--- src/rtl/jumppred_btb.sv ---
// jumppred_btb: direct-mapped branch target buffer with per-entry saturating
// direction counters. A lookup captured on one edge is presented to decode as
// a registered prediction; resolved jumps update or allocate entries, and a
// saturating counter tallies mispredicts.
module jumppred_btb #(
    parameter int PC_W    = 16,
    parameter int ENTRIES = 16,
    parameter int CNT_W   = 2,
    parameter int STAT_W  = 16
) (
    input  logic              clk,
    input  logic              reset,
    input  logic              lookup_en,
    input  logic [PC_W-1:0]   lookup_pc,
    input  logic              update_en,
    input  logic [PC_W-1:0]   update_pc,
    input  logic              update_taken,
    input  logic              update_uncond,
    input  logic [PC_W-1:0]   update_target,
    input  logic              update_mispredict,
    input  logic              clear,
    output logic              pred_hit,
    output logic              pred_taken,
    output logic [PC_W-1:0]   pred_target,
    output logic [STAT_W-1:0] miss_count
);

    localparam int IDX_W = $clog2(ENTRIES);
    localparam int TAG_W = PC_W - IDX_W;

    // Strongly taken is all ones; weakly taken is the MSB alone.
    localparam logic [CNT_W-1:0]  CNT_MAX  = {CNT_W{1'b1}};
    localparam logic [CNT_W-1:0]  CNT_WEAK = CNT_MAX ^ (CNT_MAX >> 1);
    localparam logic [STAT_W-1:0] STAT_MAX = {STAT_W{1'b1}};

    // Counter step up, holding at the strongly-taken ceiling.
    function automatic logic [CNT_W-1:0] sat_inc(input logic [CNT_W-1:0] c);
        logic [CNT_W-1:0] r;
        if (c == CNT_MAX) begin
            r = c;
        end else begin
            r = c + CNT_W'(1);
        end
        return r;
    endfunction

    // Counter step down, holding at the strongly-not-taken floor.
    function automatic logic [CNT_W-1:0] sat_dec(input logic [CNT_W-1:0] c);
        logic [CNT_W-1:0] r;
        if (c == {CNT_W{1'b0}}) begin
            r = c;
        end else begin
            r = c - CNT_W'(1);
        end
        return r;
    endfunction

    // Entry storage; only the valid bits need a defined reset value.
    logic [ENTRIES-1:0] valid_r;
    logic [TAG_W-1:0]   tag_r    [ENTRIES];
    logic [PC_W-1:0]    target_r [ENTRIES];
    logic [CNT_W-1:0]   cnt_r    [ENTRIES];

    logic [IDX_W-1:0] upd_idx_s;
    logic [TAG_W-1:0] upd_tag_s;
    logic             upd_hit_s;
    logic             upd_write_s;
    logic [PC_W-1:0]  upd_target_s;
    logic [CNT_W-1:0] upd_cnt_s;

    logic [IDX_W-1:0] lk_idx_s;
    logic [TAG_W-1:0] lk_tag_s;
    logic             lk_valid_s;
    logic [TAG_W-1:0] lk_entry_tag_s;
    logic [PC_W-1:0]  lk_entry_target_s;
    logic [CNT_W-1:0] lk_entry_cnt_s;
    logic             lk_hit_s;

    logic             pred_hit_r;
    logic             pred_taken_r;
    logic [PC_W-1:0]  pred_target_r;
    logic [STAT_W-1:0] miss_count_r;

    assign upd_idx_s = update_pc[IDX_W-1:0];
    assign upd_tag_s = update_pc[PC_W-1:IDX_W];
    assign upd_hit_s = valid_r[upd_idx_s] && (tag_r[upd_idx_s] == upd_tag_s);

    assign lk_idx_s  = lookup_pc[IDX_W-1:0];
    assign lk_tag_s  = lookup_pc[PC_W-1:IDX_W];

    // Next contents of the updated slot; clear suppresses any write.
    always_comb begin
        upd_write_s  = 1'b0;
        upd_target_s = target_r[upd_idx_s];
        upd_cnt_s    = cnt_r[upd_idx_s];
        if (update_en && !clear) begin
            if (upd_hit_s) begin
                upd_write_s = 1'b1;
                if (update_taken) begin
                    upd_target_s = update_target;
                    if (update_uncond) begin
                        upd_cnt_s = CNT_MAX;
                    end else begin
                        upd_cnt_s = sat_inc(cnt_r[upd_idx_s]);
                    end
                end else begin
                    upd_cnt_s = sat_dec(cnt_r[upd_idx_s]);
                end
            end else if (update_taken) begin
                upd_write_s  = 1'b1;
                upd_target_s = update_target;
                if (update_uncond) begin
                    upd_cnt_s = CNT_MAX;
                end else begin
                    upd_cnt_s = CNT_WEAK;
                end
            end else begin
                upd_write_s = 1'b0;
            end
        end else begin
            upd_write_s = 1'b0;
        end
    end

    // Lookup entry select with write-first bypass from a same-index update.
    always_comb begin
        lk_valid_s        = valid_r[lk_idx_s];
        lk_entry_tag_s    = tag_r[lk_idx_s];
        lk_entry_target_s = target_r[lk_idx_s];
        lk_entry_cnt_s    = cnt_r[lk_idx_s];
        if (upd_write_s && (upd_idx_s == lk_idx_s)) begin
            lk_valid_s        = 1'b1;
            lk_entry_tag_s    = upd_tag_s;
            lk_entry_target_s = upd_target_s;
            lk_entry_cnt_s    = upd_cnt_s;
        end else begin
            lk_valid_s        = valid_r[lk_idx_s];
        end
    end

    assign lk_hit_s = lk_valid_s && (lk_entry_tag_s == lk_tag_s);

    // Valid bits: reset and clear invalidate everything, writes set one slot.
    always_ff @(posedge clk or negedge reset) begin
        if (!reset) begin
            valid_r <= '0;
        end else if (clear) begin
            valid_r <= '0;
        end else if (upd_write_s) begin
            valid_r[upd_idx_s] <= 1'b1;
        end else begin
            valid_r <= valid_r;
        end
    end

    // Tag, target and counter payload of the written slot.
    always_ff @(posedge clk) begin
        if (upd_write_s) begin
            tag_r[upd_idx_s]    <= upd_tag_s;
            target_r[upd_idx_s] <= upd_target_s;
            cnt_r[upd_idx_s]    <= upd_cnt_s;
        end
    end

    // Registered prediction: cleared by clear, captured on lookup, else held.
    always_ff @(posedge clk or negedge reset) begin
        if (!reset) begin
            pred_hit_r    <= 1'b0;
            pred_taken_r  <= 1'b0;
            pred_target_r <= '0;
        end else if (clear) begin
            pred_hit_r    <= 1'b0;
            pred_taken_r  <= 1'b0;
            pred_target_r <= '0;
        end else if (lookup_en) begin
            pred_hit_r    <= lk_hit_s;
            pred_taken_r  <= lk_hit_s && lk_entry_cnt_s[CNT_W-1];
            pred_target_r <= lk_hit_s ? lk_entry_target_s : {PC_W{1'b0}};
        end else begin
            pred_hit_r    <= pred_hit_r;
            pred_taken_r  <= pred_taken_r;
            pred_target_r <= pred_target_r;
        end
    end

    // Saturating mispredict tally, independent of clear.
    always_ff @(posedge clk or negedge reset) begin
        if (!reset) begin
            miss_count_r <= '0;
        end else if (update_en && update_mispredict && (miss_count_r != STAT_MAX)) begin
            miss_count_r <= miss_count_r + STAT_W'(1);
        end else begin
            miss_count_r <= miss_count_r;
        end
    end

    assign pred_hit    = pred_hit_r;
    assign pred_taken  = pred_taken_r;
    assign pred_target = pred_target_r;
    assign miss_count  = miss_count_r;

endmodule

--- config.mk ---
export PLATFORM = sky130hd
export DESIGN_NAME = jumppred_btb
export DESIGN_NICKNAME = d
export VERILOG_FILES = /design/src/rtl/jumppred_btb.sv
export SDC_FILE = /design/constraint.sdc
export NUM_CORES = 1
export LEC_CHECK = 0
export CAP_MARGIN = 5
export CORE_MARGIN = 5
export CORE_UTILIZATION = 45
export DETAILED_ROUTE_END_ITERATION = 12
export SYNTH_ARGS = -nofsm -noshare
export SYNTH_HDL_FRONTEND = slang
export SYNTH_SLANG_ARGS = --single-unit
--- constraint.sdc ---
create_clock -name clk -period 9.7 [get_ports clk]
set_input_delay 1.455 -clock clk [delete_from_list [all_inputs] [get_ports clk]]
set_output_delay 1.455 -clock clk [all_outputs]
set_load 0.01 [all_outputs]
==> flow_results.xml, run 1 <==
<?xml version="1.0" encoding="UTF-8"?>
<metrics>
  <group name="outcome">
    <metric name="run_status" unit="">completed</metric>
  </group>
  <group name="worst_setup_path">
    <metric name="worstPathRequired" unit="ns">9.91</metric>
    <metric name="worstPathMaxFanout" unit="">47</metric>
    <metric name="critPathSlowestCell" unit="">sky130_fd_sc_hd__and3_2</metric>
    <metric name="start_kind" unit="">input pin</metric>
    <metric name="timing.critical_path.to_type" unit="">flop</metric>
    <metric name="critical_path.most_common_cell" unit="">sky130_fd_sc_hd__mux2i_1</metric>
    <metric name="number_of_buffers_and_inverters_on_the_critical_path" unit="">2</metric>
    <metric name="cp_top_family" unit="">simple AND/OR/NAND/NOR gates</metric>
    <metric name="worstPathArrival" unit="ns">6.35</metric>
    <metric name="path_cells" unit="">buf_6 -&gt; buf_4 -&gt; mux4_2 -&gt; mux2i_1 -&gt; mux2i_1 -&gt; o2111ai_1 -&gt; nor4b_1 -&gt; and4_1 -&gt; o21a_1 -&gt; and3_2</metric>
    <metric name="ff2ff_setup_slack" unit="ns">5.04</metric>
    <metric name="critPathKind" unit="">in2reg</metric>
    <metric name="critical_path.max_stage_delay" unit="ns">1.10</metric>
  </group>
  <group name="cts">
    <metric name="htree_num_levels" unit="">2</metric>
    <metric name="cts_setup_buffers" unit="">0</metric>
    <metric name="cts_bufs_inserted" unit="">57</metric>
    <metric name="clock_slew_at_reported_path_ffs" unit="ns">0.06</metric>
    <metric name="clk-insertion-delay-late" unit="ns">0.61</metric>
    <metric name="clkSinkCount" unit="">530</metric>
    <metric name="cts.repair.resized" unit="">0</metric>
    <metric name="tritoncts_clock_tree" unit="">yes</metric>
    <metric name="cts_root_buf" unit="">sky130_fd_sc_hd__clkbuf_16</metric>
    <metric name="ctsHoldBuffers" unit="">0</metric>
    <metric name="cts.path.max_buffers" unit="">3</metric>
  </group>
  <group name="logic_synthesis">
    <metric name="synth_sequential_area_ratio" unit="">0.618</metric>
    <metric name="synth-async-reset-ratio" unit="">0.0943</metric>
    <metric name="synth_ff_type" unit="">sky130_fd_sc_hd__edfxtp_1</metric>
    <metric name="yosys.cell_types.count" unit="">67</metric>
    <metric name="area_of_the_mapped_netlist" unit="um^2">25400</metric>
    <metric name="synthesis.yosys.warnings" unit="">0</metric>
    <metric name="post_synth_edffs" unit="">480</metric>
    <metric name="syn_avg_cell_area" unit="um^2">18.7</metric>
    <metric name="mappedNetlistNets" unit="">1412</metric>
    <metric name="synth_cells" unit="">1355</metric>
    <metric name="flops_latches_synth" unit="">530</metric>
  </group>
  <group name="grt">
    <metric name="grt_start_max_net_pins" unit="">65</metric>
    <metric name="grt_pass1_wl" unit="um">102000</metric>
    <metric name="grt_antenna_before_repair" unit="">2</metric>
    <metric name="global_route_track_usage_on_met1" unit="">0.318</metric>
    <metric name="grt_most_used_layer" unit="">met2</metric>
    <metric name="grt_util_all_layers" unit="">0.229</metric>
    <metric name="globalRouteOverflowTotal" unit="">0</metric>
    <metric name="met2_track_demand_over_resource_in_global_routing" unit="">0.368</metric>
    <metric name="vias_in_the_first_global_route" unit="">14895</metric>
    <metric name="gr-usage-met3" unit="">0.0507</metric>
  </group>
  <group name="cells_and_area">
    <metric name="final_util" unit="">0.517</metric>
    <metric name="layout.nets" unit="">1501</metric>
    <metric name="layout_common_cells" unit="">sky130_fd_sc_hd__edfxtp_1, sky130_fd_sc_hd__mux4_2, sky130_fd_sc_hd__clkdlybuf4s50_1</metric>
    <metric name="layout_commonest_cell" unit="">sky130_fd_sc_hd__edfxtp_1</metric>
    <metric name="synthToLayoutAreaGrowth" unit="%">14.2</metric>
    <metric name="layout-drive-gt1-share" unit="">0.303</metric>
    <metric name="antenna_cell_count" unit="">0</metric>
  </group>
  <group name="floorplan">
    <metric name="die_h" unit="um">247</metric>
    <metric name="dieArea" unit="um^2">61200</metric>
    <metric name="chipWidth" unit="um">247</metric>
    <metric name="initial_core_util" unit="">0.452</metric>
    <metric name="core-area" unit="um^2">56100</metric>
    <metric name="rows" unit="">87</metric>
    <metric name="boundaryPins" unit="">90</metric>
  </group>
  <group name="routing">
    <metric name="vias" unit="">14312</metric>
    <metric name="initialDrtViolationCount" unit="">1702</metric>
    <metric name="drt_pass1_iterations" unit="">5</metric>
    <metric name="detail_route.wirelength" unit="um">69100</metric>
    <metric name="drc" unit="">0</metric>
    <metric name="avgViaCountPerCell" unit="">6.37</metric>
    <metric name="detail-route-antenna-nets" unit="">0</metric>
    <metric name="wl_per_cell" unit="um">30.8</metric>
  </group>
  <group name="sta">
    <metric name="fin_crit" unit="ns">6.14</metric>
    <metric name="fin_skew" unit="ns">0.0225</metric>
    <metric name="max-slew-margin-rel" unit="">0.186</metric>
    <metric name="fmaxAchievable" unit="MHz">163</metric>
    <metric name="number_of_endpoints_with_negative_hold_slack_in_the_final_report" unit="">0</metric>
    <metric name="worst-slew-pin-transition" unit="ns">1.22</metric>
    <metric name="post-route-period-util" unit="">0.633</metric>
    <metric name="report.final.setup_viol" unit="">0</metric>
    <metric name="grt_setup_unrepaired" unit="">false</metric>
    <metric name="fin_tns_setup" unit="ns">0</metric>
    <metric name="final-max-slew-violation-count" unit="">0</metric>
  </group>
  <group name="power">
    <metric name="worst_ir_drop_vdd" unit="mV">0.136</metric>
    <metric name="p_leak" unit="nW">9.66</metric>
    <metric name="power.total" unit="mW">5.31</metric>
    <metric name="cell_internal_pwr" unit="mW">4.12</metric>
    <metric name="combinational_share_of_power" unit="">0.090</metric>
    <metric name="net-switching-power" unit="mW">1.19</metric>
    <metric name="power_per_cell_area" unit="nW/um^2">183</metric>
    <metric name="switching_share_of_power" unit="">0.224</metric>
    <metric name="part_of_the_power_in_registers" unit="">0.482</metric>
    <metric name="clock_power_share" unit="">0.428</metric>
  </group>
  <group name="run">
    <metric name="maxCapViolations" unit="">0</metric>
  </group>
  <group name="place">
    <metric name="buffer_ports.inserted" unit="">89</metric>
    <metric name="detailedPlacementHpwl" unit="um">42000</metric>
    <metric name="globalplace.congestion" unit="">0.880</metric>
  </group>
  <group name="worst_hold_path">
    <metric name="timing.hold.worst.class" unit="">reg2reg</metric>
  </group>
</metrics>
worst min-delay path: stages, from the launching register on:
cell                      delay (ns)
sky130_fd_sc_hd__dfrtp_1        0.34
sky130_fd_sc_hd__nand2_1        0.06
sky130_fd_sc_hd__o31ai_2        0.05
flip-flops by register name, indices dropped and copies added, names as in the netlist:
register / count
target_r: 256
tag_r: 192
cnt_r: 32
miss_count: 16
pred_target: 16
valid_r: 16
pred_hit: 1
pred_taken: 1
power groups by stage:
stage | logic [mW] | clock network [mW] | registers (mW)
2_1_floorplan | 0.301 | 0 | 2.61
3_3_place_gp | 0.476 | 0 | 2.61
3_5_place_dp | 0.479 | 0 | 2.61
4_1_cts | 0.479 | 2.31 | 2.56
5_1_grt | 0.511 | 2.41 | 2.56
6_report | 0.476 | 2.27 | 2.56
per-stage QoR:
step / hold slack, ns / cell area (um^2) / instances / setup slack (ns)
CTS: 0.485 / 29000 / 2246 / 3.61
floorplan: 0.477 / 25400 / 1355 / 4.61
detailed placement: 0.471 / 27000 / 2141 / 2.96
global placement: 0.465 / 27000 / 2141 / 3.03
finish: 0.480 / 29000 / 2246 / 3.56
global route: 0.503 / 29000 / 2246 / 3.32
layer usage:
layer / share of wire / vias up
li1: - / 5891
met4: 0.026 / 2
met2: 0.48 / 633
met5: 0.00014 / -
met1: 0.42 / 7672
met3: 0.077 / 114
area by class of cell:
| class | count | area [um^2] |
|---|---|---|
| Fill cell | 4422 | 27100 |
| Sequential cell | 530 | 15700 |
| Multi-Input combinational cell | 706 | 9160 |
| Clock buffer | 70 | 1550 |
| Timing Repair Buffer | 121 | 1110 |
| Tap cell | 756 | 946 |
| Clock inverter | 35 | 420 |
| Inverter | 28 | 105 |
cells in the mapped netlist, drive strengths merged (4+ instances only):
cell type	number	share of area
a21oi	13	0.0027
a221oi	5	0.0020
a22oi	22	0.0065
and3	21	0.0052
buf	55	0.012
clkbuf	36	0.0053
dfrtp	50	0.049
edfxtp	480	0.57
inv	27	0.0040
mux2	25	0.011
mux2i	77	0.030
mux4	264	0.23
nand2	57	0.0084
nand2b	11	0.0027
nand3	7	0.0014
nand4	6	0.0015
nor2	53	0.0078
nor2b	10	0.0025
nor3	8	0.0016
nor4	5	0.0015
o2111ai	5	0.0020
o21ai	9	0.0018
o22ai	10	0.0025
o31ai	19	0.0074
o32ai	4	0.0014
xnor2	22	0.0076
xor2	9	0.0031
path summary, 6_finish.rpt:
check / from / endpoint / cells after the start
hold / removal: pred_target[5] / pred_target[5] / 2
setup / recovery: update_pc[0] / cnt_r[15][1] / 10
min in group asynchronous: reset / miss_count[6] / 2
setup reg to reg: tag_r[3][4] / cnt_r[15][1] / 8
hold reg to reg: pred_target[5] / pred_target[5] / 2
max in group asynchronous: reset / pred_target[7] / 2
cells by family after synthesis:
| group | synth area share |
|---|---|
| flops | 0.618 |
| buf+inv | 0.0220 |
| compound gates | 0.0360 |
| mux | 0.276 |
| xor+xnor | 0.0107 |
| fa+ha+maj | 0.000888 |
| simple gates | 0.0365 |
(Power assumes the default switching activity.)
==> inputs of run 2 (changes only) <==
==> constraint.sdc (replaced) <==
create_clock -name clk -period 5.4 [get_ports clk]
set_input_delay 0.81 -clock clk [delete_from_list [all_inputs] [get_ports clk]]
set_output_delay 0.81 -clock clk [all_outputs]
set_load 0.01 [all_outputs]
==> flow_results.xml, run 2 (synthesis results as in run 1) <==
<?xml version="1.0" encoding="UTF-8"?>
<metrics>
  <group name="outcome">
    <metric name="run_status" unit="">completed</metric>
  </group>
  <group name="sta">
    <metric name="fin_skew" unit="ns">0.0184</metric>
    <metric name="number_of_endpoints_with_negative_hold_slack_in_the_final_report" unit="">0</metric>
    <metric name="worst-slew-pin-transition" unit="ns">0.824</metric>
    <metric name="fin_tns_setup" unit="ns">0</metric>
    <metric name="report.final.setup_viol" unit="">0</metric>
    <metric name="post-route-period-util" unit="">0.808</metric>
    <metric name="grt_setup_unrepaired" unit="">false</metric>
    <metric name="fmaxAchievable" unit="MHz">229</metric>
    <metric name="max-slew-margin-rel" unit="">0.450</metric>
    <metric name="final-max-slew-violation-count" unit="">0</metric>
    <metric name="fin_crit" unit="ns">4.36</metric>
  </group>
  <group name="cells_and_area">
    <metric name="layout.cell_area.non_filler" unit="um^2">29600</metric>
    <metric name="number_of_filler_instances_in_the_final_layout" unit="">4422</metric>
    <metric name="layout_commonest_cell" unit="">sky130_fd_sc_hd__edfxtp_1</metric>
    <metric name="stdcell_count" unit="">2312</metric>
    <metric name="largestRegisters" unit="">target_r: 256 flops, tag_r: 192 flops, cnt_r: 32 flops</metric>
    <metric name="layout-drive-gt1-share" unit="">0.332</metric>
    <metric name="layout.nets" unit="">1564</metric>
    <metric name="largest_register_ffs" unit="">256</metric>
    <metric name="synthToLayoutAreaGrowth" unit="%">16.9</metric>
    <metric name="layout_common_cells" unit="">sky130_fd_sc_hd__edfxtp_1, sky130_fd_sc_hd__mux4_2, sky130_fd_sc_hd__clkdlybuf4s50_1</metric>
    <metric name="antenna_cell_count" unit="">0</metric>
    <metric name="final_util" unit="">0.528</metric>
    <metric name="regMostFlops" unit="">target_r</metric>
  </group>
  <group name="cts">
    <metric name="cts_bufs_inserted" unit="">57</metric>
    <metric name="clock_slew_at_reported_path_ffs" unit="ns">0.06</metric>
    <metric name="cts.repair.resized" unit="">0</metric>
    <metric name="cts.path.max_buffers" unit="">3</metric>
    <metric name="htree_num_levels" unit="">2</metric>
    <metric name="clk-insertion-delay-late" unit="ns">0.61</metric>
    <metric name="ctsHoldBuffers" unit="">0</metric>
    <metric name="clkSinkCount" unit="">530</metric>
    <metric name="tritoncts_clock_tree" unit="">yes</metric>
    <metric name="cts_root_buf" unit="">sky130_fd_sc_hd__clkbuf_16</metric>
    <metric name="cts_setup_buffers" unit="">0</metric>
  </group>
  <group name="grt">
    <metric name="grt_most_used_layer" unit="">met2</metric>
    <metric name="global_route_track_usage_on_met1" unit="">0.331</metric>
    <metric name="gr-usage-met3" unit="">0.0459</metric>
    <metric name="grt_start_max_net_pins" unit="">51</metric>
    <metric name="vias_in_the_first_global_route" unit="">15416</metric>
    <metric name="grt_util_all_layers" unit="">0.237</metric>
    <metric name="grt_pass1_wl" unit="um">105000</metric>
    <metric name="globalRouteOverflowTotal" unit="">0</metric>
    <metric name="grt_antenna_before_repair" unit="">2</metric>
    <metric name="met2_track_demand_over_resource_in_global_routing" unit="">0.390</metric>
  </group>
  <group name="worst_setup_path">
    <metric name="timing.critical_path.to_type" unit="">flop</metric>
    <metric name="worstPathMaxFanout" unit="">43</metric>
    <metric name="critical_path.most_common_cell" unit="">sky130_fd_sc_hd__buf_4</metric>
    <metric name="worstPathRequired" unit="ns">5.68</metric>
    <metric name="critPathSlowestCell" unit="">sky130_fd_sc_hd__and4_1</metric>
    <metric name="critPathKind" unit="">in2reg</metric>
    <metric name="start_kind" unit="">input pin</metric>
    <metric name="number_of_buffers_and_inverters_on_the_critical_path" unit="">4</metric>
    <metric name="critical_path.max_stage_delay" unit="ns">0.56</metric>
    <metric name="cp_top_family" unit="">simple AND/OR/NAND/NOR gates</metric>
    <metric name="worstPathArrival" unit="ns">4.64</metric>
    <metric name="path_cells" unit="">buf_6 -&gt; buf_4 -&gt; nand2_1 -&gt; o22ai_1 -&gt; or4b_1 -&gt; o2111ai_1 -&gt; nor4b_1 -&gt; and4_1 -&gt; o21a_1 -&gt; buf_4 -&gt; and3_2 -&gt; buf_4</metric>
  </group>
  <group name="power">
    <metric name="switching_share_of_power" unit="">0.230</metric>
    <metric name="part_of_the_power_in_registers" unit="">0.493</metric>
    <metric name="net-switching-power" unit="mW">2.15</metric>
    <metric name="combinational_share_of_power" unit="">0.096</metric>
    <metric name="p_leak" unit="nW">10.0</metric>
    <metric name="clock_power_share" unit="">0.411</metric>
    <metric name="cell_internal_pwr" unit="mW">7.17</metric>
    <metric name="worst_ir_drop_vdd" unit="mV">0.248</metric>
    <metric name="power_per_cell_area" unit="nW/um^2">315</metric>
  </group>
  <group name="floorplan">
    <metric name="initial_core_util" unit="">0.452</metric>
    <metric name="dieArea" unit="um^2">61200</metric>
    <metric name="rows" unit="">87</metric>
    <metric name="core-area" unit="um^2">56100</metric>
    <metric name="boundaryPins" unit="">90</metric>
    <metric name="die_h" unit="um">247</metric>
    <metric name="chipWidth" unit="um">247</metric>
  </group>
  <group name="routing">
    <metric name="detail_route.wirelength" unit="um">72000</metric>
    <metric name="avgViaCountPerCell" unit="">6.34</metric>
    <metric name="initialDrtViolationCount" unit="">1486</metric>
    <metric name="drc" unit="">0</metric>
    <metric name="wl_per_cell" unit="um">31.1</metric>
    <metric name="detail-route-antenna-nets" unit="">0</metric>
    <metric name="drt_pass1_iterations" unit="">5</metric>
    <metric name="vias" unit="">14648</metric>
  </group>
  <group name="place">
    <metric name="dp.cells" unit="">2204</metric>
    <metric name="detailedPlacementHpwl" unit="um">46500</metric>
    <metric name="globalplace.congestion" unit="">0.857</metric>
    <metric name="buffer_ports.inserted" unit="">89</metric>
    <metric name="post_dp_cell_area" unit="um^2">27800</metric>
  </group>
  <group name="worst_hold_path">
    <metric name="timing.hold.worst.class" unit="">in2async</metric>
  </group>
  <group name="run">
    <metric name="maxCapViolations" unit="">0</metric>
  </group>
</metrics>
run 2: worst paths after layout:
check | end | from | slack, ns | cells after the start
max | tag_r[4][9] | update_pc[0] | 1.04 | 12
min | miss_count[5] | reset | 0.36 | 2
max reg2reg | tag_r[4][9] | tag_r[11][0] | 1.50 | 10
min reg2reg | pred_target[15] | pred_target[15] | 0.48 | 2
max in group asynchronous | pred_target[7] | reset | 4.50 | 2
min in group clk | pred_target[15] | pred_target[15] | 0.48 | 2
run 2: per-layer routing:
metal,vias to the layer above,routed length [um]
met4,0,1840
li1,6026,-
met1,7818,29600
met3,123,5300
met2,681,35300
met5,-,0
run 2: power groups by stage:
stage,logic (mW),registers [mW],clock network (mW)
global placement,0.888,4.68,0
finish,0.891,4.60,3.83
detailed placement,0.897,4.68,0
floorplan,0.541,4.68,0
global route,0.952,4.60,4.09
CTS,0.898,4.60,3.91
run 2: cell type report:
class                   instances  area [um^2]  share of cell area
flip-flops and latches        530        15700               0.529
multi-input cells             706         9160               0.309
repair buffers                184         1910              0.0646
clock buffers                  71         1540              0.0520
well taps                     756          946              0.0319
clock inverters                37          297              0.0100
inverters                      28          105             0.00355
run 2: stage by stage:
| stage | power, mW | setup WS [ns] | hold WS [ns] |
|---|---|---|---|
| detailed placement | 5.58 | 0.420 | 0.471 |
| global placement | 5.57 | 0.529 | 0.464 |
| floorplan | 5.22 | 0.955 | 0.477 |
| finish | 9.32 | 1.04 | 0.356 |
| CTS | 9.40 | 1.08 | 0.370 |
| global route | 9.64 | 0.777 | 0.402 |
run 2: worst register-to-register path: stages, from the launching register on:
cell                        delay (ns)
sky130_fd_sc_hd__edfxtp_1         0.41
sky130_fd_sc_hd__mux4_2           0.50
sky130_fd_sc_hd__mux2i_1          0.20
sky130_fd_sc_hd__mux2i_1          0.23
sky130_fd_sc_hd__o2111ai_1        0.13
sky130_fd_sc_hd__nor4b_1          0.55
sky130_fd_sc_hd__and4_1           0.56
sky130_fd_sc_hd__o21a_1           0.25
sky130_fd_sc_hd__buf_4            0.21
sky130_fd_sc_hd__and3_2           0.23
sky130_fd_sc_hd__buf_4            0.31
==> inputs of run 3 (changes only) <==
==> constraint.sdc (replaced) <==
create_clock -name clk -period 4.3 [get_ports clk]
set_input_delay 0.645 -clock clk [delete_from_list [all_inputs] [get_ports clk]]
set_output_delay 0.645 -clock clk [all_outputs]
set_load 0.01 [all_outputs]
==> flow_results.xml, run 3 (synthesis results as in run 1) <==
<?xml version="1.0" encoding="UTF-8"?>
<metrics>
  <group name="outcome">
    <metric name="run_status" unit="">completed</metric>
  </group>
  <group name="sta">
    <metric name="worst-slew-pin-transition" unit="ns">0.879</metric>
    <metric name="final-max-slew-violation-count" unit="">0</metric>
    <metric name="fin_crit" unit="ns">3.92</metric>
    <metric name="number_of_endpoints_with_negative_hold_slack_in_the_final_report" unit="">0</metric>
    <metric name="fin_tns_setup" unit="ns">0</metric>
    <metric name="post-route-period-util" unit="">0.913</metric>
    <metric name="fmaxAchievable" unit="MHz">255</metric>
    <metric name="report.final.setup_viol" unit="">0</metric>
    <metric name="layout_setup_ws" unit="ns">0.375</metric>
    <metric name="max-slew-margin-rel" unit="">0.414</metric>
    <metric name="finalHoldWorstSlack" unit="ns">0.0806</metric>
    <metric name="fin_skew" unit="ns">0.0210</metric>
    <metric name="grt_setup_unrepaired" unit="">false</metric>
  </group>
  <group name="worst_setup_path">
    <metric name="worstPathMaxFanout" unit="">25</metric>
    <metric name="crit_start" unit="">update_pc[1]</metric>
    <metric name="ff2ff_setup_slack" unit="ns">0.43</metric>
    <metric name="worst_r2r_startpoint" unit="">tag_r[13][5]</metric>
    <metric name="critPathKind" unit="">in2reg</metric>
    <metric name="timing.critical_path.to_type" unit="">flop</metric>
    <metric name="worstPathArrival" unit="ns">4.44</metric>
    <metric name="start_kind" unit="">input pin</metric>
    <metric name="worstPathRequired" unit="ns">4.82</metric>
  </group>
  <group name="cells_and_area">
    <metric name="regMostFlops" unit="">target_r</metric>
    <metric name="layout_commonest_cell" unit="">sky130_fd_sc_hd__edfxtp_1</metric>
    <metric name="largestRegisters" unit="">target_r: 256 flops, tag_r: 192 flops, cnt_r: 32 flops</metric>
    <metric name="synthToLayoutAreaGrowth" unit="%">19.5</metric>
    <metric name="largest_register_ffs" unit="">256</metric>
    <metric name="layout.nets" unit="">1610</metric>
    <metric name="layout_common_cells" unit="">sky130_fd_sc_hd__edfxtp_1, sky130_fd_sc_hd__mux4_2, sky130_fd_sc_hd__buf_4</metric>
    <metric name="layout-drive-gt1-share" unit="">0.351</metric>
  </group>
  <group name="cts">
    <metric name="ctsHoldBuffers" unit="">0</metric>
    <metric name="tritoncts_clock_tree" unit="">yes</metric>
    <metric name="cts_root_buf" unit="">sky130_fd_sc_hd__clkbuf_16</metric>
    <metric name="clkSinkCount" unit="">530</metric>
    <metric name="clk-insertion-delay-late" unit="ns">0.62</metric>
    <metric name="cts.path.max_buffers" unit="">3</metric>
    <metric name="cts.repair.resized" unit="">0</metric>
    <metric name="htree_num_levels" unit="">2</metric>
    <metric name="cts_setup_buffers" unit="">0</metric>
    <metric name="cts_bufs_inserted" unit="">57</metric>
    <metric name="clock_slew_at_reported_path_ffs" unit="ns">0.06</metric>
  </group>
  <group name="routing">
    <metric name="detail-route-antenna-nets" unit="">0</metric>
    <metric name="vias" unit="">15016</metric>
    <metric name="wl_per_cell" unit="um">31.3</metric>
    <metric name="detail_route.wirelength" unit="um">73900</metric>
    <metric name="initialDrtViolationCount" unit="">1663</metric>
    <metric name="drt_pass1_iterations" unit="">5</metric>
    <metric name="drc" unit="">0</metric>
    <metric name="avgViaCountPerCell" unit="">6.37</metric>
  </group>
  <group name="floorplan">
    <metric name="rows" unit="">87</metric>
    <metric name="die_h" unit="um">247</metric>
    <metric name="initial_core_util" unit="">0.452</metric>
    <metric name="chipWidth" unit="um">247</metric>
    <metric name="core-area" unit="um^2">56100</metric>
    <metric name="boundaryPins" unit="">90</metric>
    <metric name="dieArea" unit="um^2">61200</metric>
  </group>
  <group name="grt">
    <metric name="grt_antenna_before_repair" unit="">0</metric>
    <metric name="grt_util_all_layers" unit="">0.244</metric>
    <metric name="globalRouteOverflowTotal" unit="">0</metric>
    <metric name="grt_start_max_net_pins" unit="">62</metric>
    <metric name="vias_in_the_first_global_route" unit="">15696</metric>
    <metric name="grt_pass1_wl" unit="um">109000</metric>
  </group>
  <group name="power">
    <metric name="worst_ir_drop_vdd" unit="mV">0.307</metric>
    <metric name="power.total" unit="mW">12.0</metric>
    <metric name="p_leak" unit="nW">10.3</metric>
    <metric name="power_per_cell_area" unit="nW/um^2">396</metric>
  </group>
  <group name="place">
    <metric name="placement.setup.worst_slack" unit="ns">-0.210</metric>
    <metric name="buffer_ports.inserted" unit="">89</metric>
    <metric name="detailedPlacementHpwl" unit="um">48700</metric>
    <metric name="globalplace.congestion" unit="">0.957</metric>
  </group>
  <group name="worst_hold_path">
    <metric name="timing.hold.worst.class" unit="">in2async</metric>
  </group>
  <group name="run">
    <metric name="maxCapViolations" unit="">0</metric>
  </group>
</metrics>
==> run 3: cell count changes in the layout (fill, tap and decap cells not counted), sizes merged <==
| cell | delta |
|---|---|
| buf | +46 |
| bufinv | +4 |
| clkbuf | -4 |
| clkinv | -2 |
| clkinvlp | +2 |
| diode | +1 |
==> run 3: layout make-up <==
cell class / count / area [um^2]
Inverter: 28 / 105
Sequential cell: 530 / 15700
Tap cell: 756 / 946
Clock inverter: 41 / 437
Clock buffer: 67 / 1490
Fill cell: 4348 / 25800
Multi-Input combinational cell: 706 / 9160
Antenna cell: 1 / 2.50
Timing Repair Buffer: 230 / 2480
==> run 3: final timing paths <==
| kind | to | cells after the start |
|---|---|---|
| worst max register to register | pred_target[9] | 13 |
| worst min-delay path | pred_target[7] | 1 |
| worst min register to register | pred_target[2] | 2 |
| min in group clk | pred_target[2] | 2 |
| max in group asynchronous | pred_target[4] | 2 |
| worst max-delay path | pred_target[9] | 15 |
==> run 3: routing by layer <==
metal / up-vias / global-route usage / share of wire
met5: - / 0 / 0
met4: 0 / 0.0633 / 0.024
met3: 118 / 0.0448 / 0.077
met2: 741 / 0.397 / 0.49
met1: 8037 / 0.346 / 0.41
li1: 6120 / - / -
==> run 3: stage by stage <==
step | util | cells | cell area [um^2]
after floorplan | - | 1355 | 25400
after global placement | 0.506 | 2250 | 28400
after detailed placement | 0.506 | 2250 | 28400
after CTS | 0.540 | 2358 | 30300
after global routing | 0.540 | 2358 | 30300
final | 0.540 | 2359 | 30300
==> run 3: report_power, final <==
part           leakage (nW)  internal [mW]  switching, mW
registers              5.00           5.73         0.0461
logic                  4.41          0.541          0.641
clock network         0.935           2.96           2.06
==> run 3: critical path: stages <==
cell,delay [ns]
sky130_fd_sc_hd__buf_6,0.28
sky130_fd_sc_hd__buf_4,0.35
sky130_fd_sc_hd__mux4_2,0.38
sky130_fd_sc_hd__a22oi_1,0.23
sky130_fd_sc_hd__o21ai_0,0.24
sky130_fd_sc_hd__o32ai_1,0.54
sky130_fd_sc_hd__o21a_1,0.23
sky130_fd_sc_hd__nand4_1,0.10
sky130_fd_sc_hd__o21ai_0,0.22
sky130_fd_sc_hd__buf_4,0.17
sky130_fd_sc_hd__mux2i_1,0.19
sky130_fd_sc_hd__buf_4,0.15
sky130_fd_sc_hd__o2111ai_2,0.17
sky130_fd_sc_hd__buf_12,0.22
sky130_fd_sc_hd__o31ai_1,0.29
